File: src/rtl/note_envelope_if.sv
// rtl/note_envelope_if.sv - sample stream handshake bundle between summer, envelope and truncator
interface note_envelope_if #(
  parameter int DATA_WIDTH = 20
);

  logic signed [DATA_WIDTH-1:0] sample_in;
  logic                         sample_in_valid;
  logic                         sample_in_ready;
  logic signed [DATA_WIDTH-1:0] sample_out;
  logic                         sample_out_valid;
  logic                         sample_out_ready;

  // Upstream/downstream side that feeds samples in and drains them out
  modport master (
    output sample_in,
    output sample_in_valid,
    input  sample_in_ready,
    input  sample_out,
    input  sample_out_valid,
    output sample_out_ready
  );

  // Envelope block side
  modport slave (
    input  sample_in,
    input  sample_in_valid,
    output sample_in_ready,
    output sample_out,
    output sample_out_valid,
    input  sample_out_ready
  );

endinterface

File: src/rtl/note_envelope.sv
// rtl/note_envelope.sv - per-note ADSR amplitude envelope applied to the summed NCO sample stream
module note_envelope #(
  parameter int DATA_WIDTH = 20,
  parameter int ENV_WIDTH  = 12
) (
  input  logic                 clk,
  input  logic                 rst,
  note_envelope_if.slave       s_if,
  input  logic                 note_start,
  input  logic                 note_release,
  input  logic                 note_reset,
  input  logic [ENV_WIDTH-1:0] attack_step,
  input  logic [ENV_WIDTH-1:0] decay_step,
  input  logic [ENV_WIDTH-1:0] sustain_level,
  input  logic [ENV_WIDTH-1:0] release_step,
  output logic [ENV_WIDTH-1:0] level,
  output logic [2:0]           state,
  output logic                 note_finished
);

  localparam logic [2:0] ST_IDLE    = 3'd0;
  localparam logic [2:0] ST_ATTACK  = 3'd1;
  localparam logic [2:0] ST_DECAY   = 3'd2;
  localparam logic [2:0] ST_SUSTAIN = 3'd3;
  localparam logic [2:0] ST_RELEASE = 3'd4;

  localparam int PROD_WIDTH = DATA_WIDTH + ENV_WIDTH + 1;
  localparam logic [ENV_WIDTH-1:0] LEVEL_MAX = '1;

  logic [2:0]                   state_q, state_d;
  logic [ENV_WIDTH-1:0]         level_q, level_d;
  logic                         finished_q, finished_d;
  logic signed [DATA_WIDTH-1:0] sample_out_q, sample_out_d;
  logic                         out_valid_q, out_valid_d;

  logic                         in_ready;
  logic                         accept;

  logic signed [PROD_WIDTH-1:0] mul_a;
  logic signed [PROD_WIDTH-1:0] mul_b;
  logic signed [PROD_WIDTH-1:0] prod;
  logic                         unused_prod;

  logic [ENV_WIDTH:0]           attack_sum;
  logic [ENV_WIDTH:0]           decay_floor;

  // A new sample may enter whenever the output slot is empty or being drained this cycle
  always_comb begin
    in_ready = !out_valid_q || s_if.sample_out_ready;
    accept   = s_if.sample_in_valid && in_ready;
  end

  // Signed sample times unsigned level; taking the slice above the fraction bits
  // of a two's-complement product is an arithmetic shift, i.e. floor division.
  always_comb begin
    mul_a        = {{(PROD_WIDTH - DATA_WIDTH){s_if.sample_in[DATA_WIDTH-1]}}, s_if.sample_in};
    mul_b        = {{(PROD_WIDTH - ENV_WIDTH){1'b0}}, level_q};
    prod         = mul_a * mul_b;
    sample_out_d = prod[ENV_WIDTH +: DATA_WIDTH];
    unused_prod  = ^{prod[PROD_WIDTH-1:ENV_WIDTH+DATA_WIDTH], prod[ENV_WIDTH-1:0]};
  end

  // Output slot: load on accept, empty when drained with nothing behind it, else hold
  always_comb begin
    out_valid_d = out_valid_q;
    if (accept) begin
      out_valid_d = 1'b1;
    end else if (s_if.sample_out_ready) begin
      out_valid_d = 1'b0;
    end
  end

  // Saturation helpers computed one bit wider so the carry/borrow is visible
  always_comb begin
    attack_sum  = {1'b0, level_q} + {1'b0, attack_step};
    decay_floor = {1'b0, sustain_level} + {1'b0, decay_step};
  end

  // Envelope next state: control pulses first, otherwise one step per accepted sample
  always_comb begin
    state_d    = state_q;
    level_d    = level_q;
    finished_d = finished_q;

    if (note_reset) begin
      state_d    = ST_IDLE;
      level_d    = '0;
      finished_d = 1'b0;
    end else if (note_start) begin
      // Retrigger keeps the current level so there is no audible click
      state_d    = ST_ATTACK;
      finished_d = 1'b0;
    end else if (note_release) begin
      if ((state_q == ST_ATTACK) || (state_q == ST_DECAY) || (state_q == ST_SUSTAIN)) begin
        state_d = ST_RELEASE;
      end
    end else if (accept) begin
      case (state_q)
        ST_IDLE: begin
          level_d = '0;
        end

        ST_ATTACK: begin
          if ((attack_step == '0) || (attack_sum >= {1'b0, LEVEL_MAX})) begin
            level_d = LEVEL_MAX;
            state_d = ST_DECAY;
          end else begin
            level_d = attack_sum[ENV_WIDTH-1:0];
          end
        end

        ST_DECAY: begin
          // Covers a step of zero and a sustain target at or above the current level
          if ((decay_step == '0) || ({1'b0, level_q} <= decay_floor)) begin
            level_d = sustain_level;
            state_d = ST_SUSTAIN;
          end else begin
            level_d = level_q - decay_step;
          end
        end

        ST_SUSTAIN: begin
          level_d = sustain_level;
        end

        ST_RELEASE: begin
          if ((release_step == '0) || (level_q <= release_step)) begin
            level_d    = '0;
            state_d    = ST_IDLE;
            finished_d = 1'b1;
          end else begin
            level_d = level_q - release_step;
          end
        end

        default: begin
          state_d = ST_IDLE;
          level_d = '0;
        end
      endcase
    end
  end

  // Envelope registers
  always_ff @(posedge clk or negedge rst) begin
    if (!rst) begin
      state_q    <= ST_IDLE;
      level_q    <= '0;
      finished_q <= 1'b0;
    end else begin
      state_q    <= state_d;
      level_q    <= level_d;
      finished_q <= finished_d;
    end
  end

  // Output sample register, held stable while downstream stalls
  always_ff @(posedge clk or negedge rst) begin
    if (!rst) begin
      sample_out_q <= '0;
      out_valid_q  <= 1'b0;
    end else begin
      out_valid_q <= out_valid_d;
      if (accept) begin
        sample_out_q <= sample_out_d;
      end
    end
  end

  assign s_if.sample_in_ready  = in_ready;
  assign s_if.sample_out       = sample_out_q;
  assign s_if.sample_out_valid = out_valid_q;
  assign level                 = level_q;
  assign state                 = state_q;
  assign note_finished         = finished_q;

endmodule

File: src/flat_wrapper.sv
// flat-port wrapper written by rule: the top's interface ports become plain ports
module note_envelope_flat 
#(
  parameter int DATA_WIDTH = 20,
  parameter int ENV_WIDTH  = 12
)
  (clk, rst, note_start, note_release, note_reset, attack_step, decay_step, sustain_level, release_step, level, state, note_finished, s_if_sample_in, s_if_sample_in_valid, s_if_sample_in_ready, s_if_sample_out, s_if_sample_out_valid, s_if_sample_out_ready);
  note_envelope_if #(.DATA_WIDTH(DATA_WIDTH)) s_if_i ();
  input  logic clk;
  input  logic rst;
  input  logic note_start;
  input  logic note_release;
  input  logic note_reset;
  input  logic [ENV_WIDTH-1:0] attack_step;
  input  logic [ENV_WIDTH-1:0] decay_step;
  input  logic [ENV_WIDTH-1:0] sustain_level;
  input  logic [ENV_WIDTH-1:0] release_step;
  output logic [ENV_WIDTH-1:0] level;
  output logic [2:0] state;
  output logic note_finished;
  input wire logic [$bits(s_if_i.sample_in)-1:0] s_if_sample_in;
  input wire logic [$bits(s_if_i.sample_in_valid)-1:0] s_if_sample_in_valid;
  output wire logic [$bits(s_if_i.sample_in_ready)-1:0] s_if_sample_in_ready;
  output wire logic [$bits(s_if_i.sample_out)-1:0] s_if_sample_out;
  output wire logic [$bits(s_if_i.sample_out_valid)-1:0] s_if_sample_out_valid;
  input wire logic [$bits(s_if_i.sample_out_ready)-1:0] s_if_sample_out_ready;
  assign s_if_i.sample_in = s_if_sample_in;
  assign s_if_i.sample_in_valid = s_if_sample_in_valid;
  assign s_if_sample_in_ready = s_if_i.sample_in_ready;
  assign s_if_sample_out = s_if_i.sample_out;
  assign s_if_sample_out_valid = s_if_i.sample_out_valid;
  assign s_if_i.sample_out_ready = s_if_sample_out_ready;
  note_envelope #(.DATA_WIDTH(DATA_WIDTH), .ENV_WIDTH(ENV_WIDTH)) u_core (.clk(clk), .rst(rst), .s_if(s_if_i), .note_start(note_start), .note_release(note_release), .note_reset(note_reset), .attack_step(attack_step), .decay_step(decay_step), .sustain_level(sustain_level), .release_step(release_step), .level(level), .state(state), .note_finished(note_finished));
endmodule
File: config.mk
export PLATFORM = sky130hd
export DESIGN_NAME = note_envelope_flat
export DESIGN_NICKNAME = d
export VERILOG_FILES = /design/src/rtl/note_envelope_if.sv /design/src/rtl/note_envelope.sv /design/src/flat_wrapper.sv
export SDC_FILE = /design/constraint.sdc
export NUM_CORES = 1
export LEC_CHECK = 0
export CAP_MARGIN = 20
export CORE_UTILIZATION = 45
export CTS_CLUSTER_DIAMETER = 200
export DETAILED_ROUTE_END_ITERATION = 10
export PLACE_DENSITY = 0.63
export SLEW_MARGIN = 20
export SYNTH_ARGS = -nofsm -noshare
export SYNTH_HDL_FRONTEND = slang
export SYNTH_SLANG_ARGS = --single-unit
File: constraint.sdc
create_clock -name clk -period 6.4 [get_ports clk]
set_input_delay 0.64 -clock clk [delete_from_list [all_inputs] [get_ports clk]]
set_output_delay 0.64 -clock clk [all_outputs]
set_load 0.005 [all_outputs]
### Word level (Yosys, flattened, before mapping)

Index checks and enable logic that the tools add are counted.

| word-level totals | value |
|---|---|
| flip-flop bits (word level) | 37 |
| latch bits | 0 |
| RAM bits | 0 |
| memory bits (read-only) | 0 |
| input bits | 75 |
| output and inout bits | 38 |
| logic and storage cells | 72 |
| memories kept | 0 |

| operators by class | value |
|---|---|
| add/subtract/negate cells | 4 |
| $mul | 1 |
| div/mod/pow operators | 0 |
| $lt $le $gt $ge | 3 |
| eq/ne operators | 12 |
| shift-type cells | 0 |
| mux-type cells | 25 |
| bitwise gates (word level) | 0 |
| reductions and logical operators | 22 |

Operators with widths:

| kind | count |
|---|---|
| $mux W12 | 7 |
| $pmux W12 S4 | 1 |
| $logic_not A12 Y1 | 3 |
| $mul A20 B13 Y32 | 1 |
| $add A12 B12 Y13 | 2 |
| $mux W3 | 8 |
| $sub A12 B12 Y12 | 2 |
| $ge A13 B12 Y1 const B | 1 |
| $le A12 B13 Y1 | 1 |
| $le A12 B12 Y1 | 1 |
| $pmux W3 S4 | 1 |
| $ne A5 B5 Y1 const B | 2 |
| $reduce_bool A3 Y1 | 3 |
| $mux W1 | 8 |
| $eq A3 B2 Y1 const B | 2 |
| $logic_or A1 B1 Y1 | 6 |
| $reduce_and A6 Y1 | 1 |
| $ne A5 B4 Y1 const B | 1 |
| $ne A2 B1 Y1 const B | 2 |
| $ne A4 B1 Y1 const B | 1 |
| $ne A4 B2 Y1 const B | 1 |
| $reduce_and A4 Y1 | 1 |
| $reduce_bool A2 Y1 | 2 |
| $reduce_bool A4 Y1 | 1 |
| 8 further kinds | 8 |

### Logic depth before layout (Yosys ltp)

| logic depth | value |
|---|---|
| depth in word-level cells | 9 |
| depth in mapped cells | 22 |
| mapped depth without buffers | 21 |

### Worst setup path before layout

No wires, ideal clock.

| timing | value |
|---|---|
| path type | input to register |
| from | in s_if_sample_in[9] |
| to | reg u_core.sample_out_q[17] (netlist: u_core.s_if.sample_out[17]) |
| library setup time | 0.133 ns |
| arrival | 5.608 ns |
| data required time | 6.267 ns |
| setup slack | 0.659 ns |
| stages on the path | 21 |
| path buffers | 1 |
| cell sequence | clkbuf_1 and2_1 fa_1 inv_1 fa_1 inv_1 fa_1 fa_1 inv_1 fa_1 inv_1 ha_1 a2111oi_0 nor3b_1 a211oi_1 o21ai_0 o21a_1 a221oi_4 o21bai_1 xnor2_1 o21ai_0 |

| on the way | value |
|---|---|
| word-level cells in the longest chain between the ends | 1 |

RTL lines:

| what | RTL line | source |
|---|---|---|
| start: declaration | flat_wrapper.sv:21 | `input wire logic [$bits(s_if_i.sample_in)-1:0] s_if_sample_in;` |
| $mul A20 B13 Y32 | note_envelope.sv:58 | `prod = mul_a * mul_b;` |
| end signal: assignment | note_envelope.sv:165 | `sample_out_q <= sample_out_d;` |
| end: declaration | note_envelope.sv:33 | `logic signed [DATA_WIDTH-1:0] sample_out_q, sample_out_d;` |

Every way passes these cells.
A chain may end at the register's enable or synchronous reset.

### Worst setup path in the final report

| timing | value |
|---|---|
| from | in s_if_sample_in[8] |
| to | reg u_core.sample_out_q[18] (netlist: u_core.s_if.sample_out[18]) |

The elaborated chain is that of the path after synthesis.

==> impl_metrics.tcl <==
set metrics [dict create \
    clk_pin_slew_worst_paths_ns 0.06 \
    layout-area-overhead-vs-synth_pct 16.2 \
    final_cell_mix "314 x inv_1, 218 x fa_1, 185 x nand2_1" \
    clock_path_buffers 2 \
    die_width_um 168 \
    drv_cap 0 \
    fin_ws_ns 0.361 \
    cp_max_fo 10 \
    synth_cell_types 62 \
    slew_headroom 0.342 \
    htreeDepth 2 \
    grt_use_total 0.247 \
    vdd_drop_max_mv 0.131 \
    clock-sinks 37 \
    vias_per_cell 5.32 \
    die_y_um 168 \
    synth_nets 1879 \
    fmax_mhz 166 \
    synth_seq_area_share 0.0746 \
    vias 10259 \
    worstMarginPinSlew_ns 0.983 \
    synth-seq-cells 37 \
    p_per_area_nw_per_um2 58.1 \
    layout_commonest_cell "inv_1" \
    hold_class "primary input to asynchronous set/reset pin" \
    cp-start-kind "primary input" \
    tns_ns 0 \
    ys_async_sr_fraction 1.00 \
    status "finished, final reports clean" \
    synth.avg_cell_area_um2 8.51 \
    initial_core_util 0.460 \
    synth-warning-count 0 \
    grt_pass1_vias 10494 \
    port_buffers 112 \
    nets 2008 \
    slew_violations 0 \
    drt-wirelength-per-cell_um 17.3 \
    grt_pass1_wl_um 54700 \
    fin_skew_ns 0.0123 \
    postCtsSetupBuffers 0 \
    globalplace.congestion 0.952 \
    synth_area_um2 12400 \
    reg2reg_from "u_core.level[7]" \
    worst-r2r-setup-slack_ns 0.57 \
    postSynthCellCount 1459 \
    cp.required_ns 6.60 \
    cts.hold.buffers_added 0 \
    num_rows 60 \
    dpl.cell_count 1922 \
    placed_area_um2 14200 \
    die_area_um2 28300 \
    grt_max_degree 45 \
    drcViolationCount 0 \
    dp_hpwl_um 28800 \
    ctsResizeCount 0 \
    fin_crit_ns 6.04 \
    rr_worst_depth 20 \
    cts_tree "built" \
    cts-root-buf "clkbuf_16" \
    ant_nets 0 \
    synth_flop_cell "dfrtp_1" \
    worstSetupEndpointType "flip-flop" \
    utilization 0.534 \
    arrival_ns 6.24 \
    leakagePower_nw 7.47 \
    drt_pass1_iterations 8 \
    synth_edf_count 0 \
    pin_count 113 \
    layout-drive-gt1-share 0.0592 \
    globalRouteOverflowTotal 0 \
    core_area_um2 27000 \
    stdcell_area_um2 14400 \
    place_ws_ns -0.199 \
    crit_type "primary input to flip-flop" \
    clk_latency_ns 0.28 \
    drt_iter0_markers 606 \
    worstReg2RegEnd "u_core.s_if.sample_out[18]" \
    hold_violations 0 \
    instances_no_fill 1930 \
    drt_wl_total_um 33500 \
    setup_violations 0 \
    fillers 2609 \
    period_share 0.944 \
    num_antenna_cells 0 \
    grt_antenna_before_repair 0 \
    numCtsBuffers 5 \
]
-- flip-flops by register name, summed over array words and instances (netlist names) --
register and cells:
u_core.s_if.sample_out_valid 1, u_core.state 3, u_core.s_if.sample_out 20, u_core.note_finished 1, u_core.level 12
-- area by class of cell --
class	count	area, um2	area share
Multi-Input combinational cell	1055	10100	0.702
Timing Repair Buffer	175	1600	0.111
Inverter	314	1180	0.0817
Sequential cell	37	926	0.0642
Tap cell	341	427	0.0296
Clock buffer	6	139	0.00962
Clock inverter	2	37.5	0.00260
-- worst max-delay path by stage --
stage / to / cells after the start / slack (ns) / from
floorplan: u_core.s_if.sample_out[17] / 21 / 0.66 / s_if_sample_in[9]
global placement: u_core.s_if.sample_out[17] / 19 / -0.07 / s_if_sample_in[7]
detailed placement: u_core.s_if.sample_out[19] / 21 / -0.20 / s_if_sample_in[4]
CTS: u_core.s_if.sample_out[19] / 21 / 0.10 / s_if_sample_in[4]
global route: u_core.s_if.sample_out[18] / 22 / -0.03 / s_if_sample_in[10]
finish: u_core.s_if.sample_out[18] / 21 / 0.36 / s_if_sample_in[8]
-- power by group --
part	switching, mW	internal, mW	leakage, nW	total (mW)
combinational	0.163	0.137	6.88	0.300
clock	0.0986	0.194	0.0831	0.293
sequential	0.00625	0.239	0.512	0.245
-- worst max-delay path, cell delays in order --
cell and delay [ns]:
clkdlybuf4s50_1 0.45, buf_4 0.19, and2_1 0.16, fa_1 0.53
inv_1 0.05, fa_1 0.48, inv_1 0.06, fa_1 0.48
fa_1 0.57, fa_1 0.44, ha_1 0.24, a2111oi_2 0.31
buf_4 0.17, nor3b_1 0.05, a211oi_1 0.27, o21ai_2 0.13
o21a_1 0.26, a221oi_4 0.35, o31ai_1 0.13, xnor2_1 0.13
o21ai_0 0.17
-- layer usage --
| metal | track usage | up-vias | wire, um |
|---|---|---|---|
| met4 | 0.0372 | 0 | 646 |
| met5 | 0 | - | 0 |
| met2 | 0.420 | 303 | 16100 |
| li1 | - | 4841 | - |
| met1 | 0.342 | 5072 | 15000 |
| met3 | 0.0320 | 43 | 1770 |
-- cells by family (layout without fill, tap and decap cells) --
logic type / Yosys count / after routing / share of synthesized area
flops: 37 / 37 / 0.0746
fa+ha+maj: 345 / 345 / 0.479
compound gates: 218 / 218 / 0.120
xor+xnor: 66 / 66 / 0.0465
mux: 3 / 3 / 0.00302
buf+inv: 367 / 497 / 0.111
simple gates: 423 / 423 / 0.166
-- cells in the mapped netlist (17+ instances only) --
cell type    n  area [um2]
nor2_1      40         150
dfrtp_1     37         926
xnor2_1     40         350
a21oi_1     50         250
o21ai_0     52         260
nand2_1    185         694
ha_1       127        1590
clkbuf_1    53         199
xor2_1      26         228
and2_1     111         694
a21o_1      19         143
fa_1       218        4360
inv_1      314        1180
nor3_1      22         110
o21a_1      17         128
-- through the flow --
step                      hold WS [ns]  power (mW)
after floorplan                  0.344       0.407
after global placement           0.469       0.543
after detailed placement         0.481       0.546
after CTS                        0.485       0.840
after global routing             0.525       0.885
final                            0.452       0.838
Power figures use the tool's default switching activity.
